$ cat config.mk
export PLATFORM = sky130hd
export DESIGN_NAME = inta_sequencer
export DESIGN_NICKNAME = d
export VERILOG_FILES = /design/src/rtl/inta_sequencer.sv
export SDC_FILE = /design/constraint.sdc
export NUM_CORES = 1
export LEC_CHECK = 0
export CAP_MARGIN = 25
export CORE_ASPECT_RATIO = 0.75
export CORE_MARGIN = 1.5
export CORE_UTILIZATION = 41
export CTS_CLUSTER_SIZE = 14
export DETAILED_ROUTE_END_ITERATION = 10
export PLACE_DENSITY_LB_ADDON = 0.2
export SLEW_MARGIN = 20
export SYNTH_ARGS = -nofsm -noshare
export SYNTH_HDL_FRONTEND = slang
export SYNTH_SLANG_ARGS = --single-unit
$ cat constraint.sdc
create_clock -name clk -period 1.5 [get_ports clk]
set_input_delay 0.3 -clock clk [delete_from_list [all_inputs] [get_ports clk]]
set_output_delay 0.3 -clock clk [all_outputs]
set_load 0.02 [all_outputs]
$ cat src/rtl/inta_sequencer.sv
// CPU-side 8259A acknowledge sequencer: two INTA_n pulses, vector capture,
// valid/ready hand-off of the vector to the core.
module inta_sequencer #(
  parameter int PULSE_LOW = 2,
  parameter int PULSE_GAP = 2
) (
  input  logic       clk,
  input  logic       reset,
  input  logic       INT,
  input  logic       IF_en,
  input  logic [7:0] D,
  output logic       INTA_n,
  output logic       INTA_1,
  output logic [7:0] vector,
  output logic       vector_valid,
  input  logic       vector_ready,
  output logic       busy
);

  localparam int MAXP = (PULSE_LOW > PULSE_GAP) ? PULSE_LOW : PULSE_GAP;
  localparam int CW   = $clog2(MAXP) + 1;

  typedef enum logic [2:0] {
    IDLE, P1, GAP, P2, VALID
  } state_e;

  state_e        state_q;
  logic [1:0]    sync_q;
  logic [CW-1:0] cnt_q;
  logic          last;

  assign last = (cnt_q == CW'(1));

  always_ff @(posedge clk or posedge reset) begin
    if (reset) begin
      state_q      <= IDLE;
      sync_q       <= '0;
      cnt_q        <= '0;
      INTA_n       <= 1'b1;
      INTA_1       <= 1'b0;
      vector       <= 8'h00;
      vector_valid <= 1'b0;
      busy         <= 1'b0;
    end else begin
      sync_q <= {sync_q[0], INT};
      unique case (state_q)
        IDLE: begin
          if (sync_q[1] && IF_en) begin
            state_q <= P1;
            cnt_q   <= CW'(PULSE_LOW);
            INTA_n  <= 1'b0;
            INTA_1  <= 1'b1;
            busy    <= 1'b1;
          end
        end
        P1: begin
          if (last) begin
            state_q <= GAP;
            cnt_q   <= CW'(PULSE_GAP);
            INTA_n  <= 1'b1;
            INTA_1  <= 1'b0;
          end else begin
            cnt_q <= cnt_q - CW'(1);
          end
        end
        GAP: begin
          if (last) begin
            state_q <= P2;
            cnt_q   <= CW'(PULSE_LOW);
            INTA_n  <= 1'b0;
          end else begin
            cnt_q <= cnt_q - CW'(1);
          end
        end
        P2: begin
          // D is only trusted on the closing edge of the second pulse
          if (last) begin
            state_q      <= VALID;
            INTA_n       <= 1'b1;
            vector       <= D;
            vector_valid <= 1'b1;
          end else begin
            cnt_q <= cnt_q - CW'(1);
          end
        end
        VALID: begin
          if (vector_ready) begin
            state_q      <= IDLE;
            vector_valid <= 1'b0;
            busy         <= 1'b0;
          end
        end
        default: state_q <= IDLE;
      endcase
    end
  end

endmodule

==> results.md <==
## Status
* completed — outcome

## CTS
* 0.31 ns — clock insertion delay at the later pin of the skew report
* 3 — clock buffers created by TritonCTS
* 0 — count of buffers added by post-CTS timing repair for setup
* 0 — total of hold buffers inserted after clock tree synthesis
* 19 — number of sinks handled by clock tree synthesis
* yes — CTS tree
* 2 — CTS max path bufs
* 1 — maximum level of the CTS H-tree
* 0.12 ns — clock slew seen by the registers of the worst setup and hold paths
* sky130_fd_sc_hd__clkbuf_4 — root buffer cell

## Timing
* 0.693 GHz — Max Clk Rate
* 75.7% — worst relative slew slack
* 0.0171 ns — final setup skew
* 0 — number of pins exceeding their max-slew limit in the final report
* 0.359 ns — worst slew pin tran
* true — setup repair after global routing missed its margin
* 96.2% — Final Cycle Share
* 0 ns — Fin Setup TNS
* 0 — final setup fails
* 0 — Hold Violations, Final
* 1.44 ns — shortest period the worst path allows
* 0.226 ns — worst hold margin

## Global routing
* 17.5% — Global Route Usage Sum
* 657 — via count of the first global-routing pass
* 3.16 mm — wire length of the first global-routing pass
* 0 — antenna violations before repair
* 15 — largest net degree at the start of global routing
* 0 — residual overflow from global routing

## Final layout
* 124 — Layout Cells excl Fill
* 116 — Final #Nets
* 1230 um2 — summed area of non-filler cells in the final layout
* 36.1% — synth-to-layout area growth
* 0 — antenna cell count
* 26.0% — fraction of final layout cells with drive strength greater than 1

## Die
* 57.3 um — Die Width
* 43.7 um — die height
* 14 — Placement Rows
* 2510 um2 — die outline area
* 44.3% — starting utilization of the core area
* 2050 um2 — total core area
* 25 — top-level I/O count

## Synth
* sky130_fd_sc_hd__dfrtp_1 — ys flop type
* sky130_fd_sc_hd__dfrtp_1 — library cell occupying the most area in the post-synthesis netlist
* sky130_fd_sc_hd__dfrtp_1 — most numerous cell in the Yosys netlist
* 84 — Post-Syn Nets
* 29 — Synth cell types
* 100% — async set-or-reset flop fraction in the synthesized netlist
* 19 — flip-flop and latch count after synthesis
* 0 — Synth Warn #
* sky130_fd_sc_hd__dfrtp_1 (50%), sky130_fd_sc_hd__mux2_4 (15%), sky130_fd_sc_hd__dfstp_2 (2.9%), sky130_fd_sc_hd__o2bb2ai_1 (2.9%), sky130_fd_sc_hd__ha_1 (2.8%) — Area contributors post-synth
* 69 — Cells after Synth
* 52.6% — portion of the post-synthesis area used by sequential elements
* 13.1 um2 — Avg Cell Area, Syn
* 0 — EDFF count, synth
* sky130_fd_sc_hd__dfrtp_1 (18), sky130_fd_sc_hd__mux2_4 (9), sky130_fd_sc_hd__inv_1 (5), sky130_fd_sc_hd__nand2_1 (4), sky130_fd_sc_hd__o2bb2ai_1 (3) — cell types with the highest counts after synthesis
* 907 um2 — mapped cell area
* 49.7% — share of the synthesized area in the top cell type

## Setup path
* 1 — Buf/Inv on CP
* register to output port — kind of critical path
* register — startpoint class of the critical path
* 2 — worst-path fanout max
* flip-flops — top cell family by delay on the critical path
* output port — kind of end point of the critical path
* clkdlybuf4s15_1 — list of cells traversed by the critical path
* 1.20 ns — data required time of the critical path
* 0.55 ns — max incr delay on CP
* sky130_fd_sc_hd__dfstp_2 — Max stage delay cell, worst path
* 1.14 ns — arrival time reported for the critical path endpoint

## Power
* 0.959 mV — IR drop worst, VDD
* 0.569 nW — leak pwr
* 1820 nW/um2 — cell area power density
* 2.25 mW — total power consumption of the routed design

## Placed design
* 1210 um2 — Cell Area, Placed
* 1.31 mm — Final HPWL DP
* 24 — buffers added on ports
* 0.760 — routability cong.
* 120 — number of placed cells counting well taps

## Route
* 0 — ANT nets after route
* 6 — violation count after the first detailed-route iteration
* 5.19 — Avg Vias per Cell
* 14.5 um — routed wirelength normalized by instance count
* 4 — first-pass detailed-route iteration total
* 643 — via count
* 1.79 mm — final wirelength
* 0 — residual DRC count

## Hold path
* input port to asynchronous set/reset pin — worst hold path class

## Flow run
* 0 — Maximum Capacitance Violations

## layout make-up
| class | count | area [um2] |
|---|---|---|
| clock buffers | 3 | 22.5 |
| clock inverters | 1 | 5.00 |
| fillers | 173 | 815 |
| inverters | 6 | 22.5 |
| multi-input cells | 41 | 394 |
| flip-flops and latches | 19 | 477 |
| well taps | 24 | 30.0 |
| repair buffers | 30 | 284 |
## kinds of logic (layout without fill, tap and decap cells)
| kind of cell | Yosys count | in the layout | share of synthesized area [%] |
|---|---|---|---|
| adder cells (fa/ha/maj) | 2 | 2 | 2.76 |
| buffers and inverters | 9 | 40 | 5.10 |
| multiplexers | 9 | 9 | 14.9 |
| flip-flops | 19 | 19 | 52.6 |
| AND/OR/NAND/NOR | 12 | 12 | 9.52 |
| AO/OA/AOI/OAI | 16 | 16 | 13.2 |
| XOR/XNOR | 2 | 2 | 1.93 |
## metrics by stage
stage	setup slack [ns]	util, %
detailed placement	-0.0380	59.1
floorplan	0.0419	-
global route	-0.00270	60.3
finish	0.0563	60.3
CTS	0.0125	59.7
global placement	-0.00776	59.1
## sequential cells by signal, indices dropped and copies added (netlist names)
register,flops
vector,8
state_q,3
cnt_q,2
sync_q,2
INTA_1,1
INTA_n,1
busy,1
vector_valid,1
## layout by cell type (no fill, tap or decap)
master	instances
sky130_fd_sc_hd__and3_4	1
sky130_fd_sc_hd__nand2b_1	1
sky130_fd_sc_hd__clkinv_2	1
sky130_fd_sc_hd__buf_12	1
sky130_fd_sc_hd__o2bb2ai_1	3
sky130_fd_sc_hd__clkdlybuf4s50_1	12
sky130_fd_sc_hd__ha_2	1
sky130_fd_sc_hd__o2111ai_1	1
sky130_fd_sc_hd__a221oi_1	1
sky130_fd_sc_hd__and4bb_1	1
sky130_fd_sc_hd__a211oi_1	1
sky130_fd_sc_hd__nor2_1	2
sky130_fd_sc_hd__a31oi_1	2
sky130_fd_sc_hd__o21ba_1	1
sky130_fd_sc_hd__o21ai_1	2
sky130_fd_sc_hd__buf_4	5
sky130_fd_sc_hd__mux2_4	9
sky130_fd_sc_hd__clkdlybuf4s15_1	1
sky130_fd_sc_hd__nand2_8	1
sky130_fd_sc_hd__inv_1	5
sky130_fd_sc_hd__nand3b_1	1
sky130_fd_sc_hd__nor2_2	1
sky130_fd_sc_hd__dfrtp_1	18
sky130_fd_sc_hd__o21ai_0	1
sky130_fd_sc_hd__dfstp_2	1
sky130_fd_sc_hd__xor2_1	2
sky130_fd_sc_hd__nand2_1	4
sky130_fd_sc_hd__o41ai_1	1
sky130_fd_sc_hd__dlygate4sd2_1	11
sky130_fd_sc_hd__a211oi_4	1
sky130_fd_sc_hd__ha_1	1
sky130_fd_sc_hd__a21oi_1	2
sky130_fd_sc_hd__clkbuf_4	3
sky130_fd_sc_hd__inv_2	1
## layer usage
metal,vias to the layer above,share of wire [%],track usage [%]
met4,0,0.73,4.19
met2,16,44,27.4
met1,316,50,23.8
met5,-,0,0
met3,2,5.2,6.27
li1,309,-,-
## worst paths after layout
check	from	endpoint	slack, ns	cells past startpoint
worst max-delay path	INTA_n	INTA_n	0.06	1
worst min-delay path	reset	cnt_q[1]	0.23	2
worst max register to register	cnt_q[1]	cnt_q[1]	0.06	5
worst min register to register	sync_q[0]	sync_q[1]	0.36	0
max in group asynchronous	reset	vector[2]	0.88	3
min in group clk	sync_q[0]	sync_q[1]	0.36	0
## power by group
| group | internal [mW] | total [mW] | switching, mW |
|---|---|---|---|
| logic | 0.601 | 1.15 | 0.545 |
| registers | 0.714 | 0.847 | 0.133 |
| clock network | 0.0994 | 0.261 | 0.162 |
## what timing repair did
item,CTS,global route
endpoints found under the hold margin,0,0
endpoints found under the setup margin,12,2
gates resized for setup,12,3
cloned,0,0
Power figures use the tool's default switching activity.
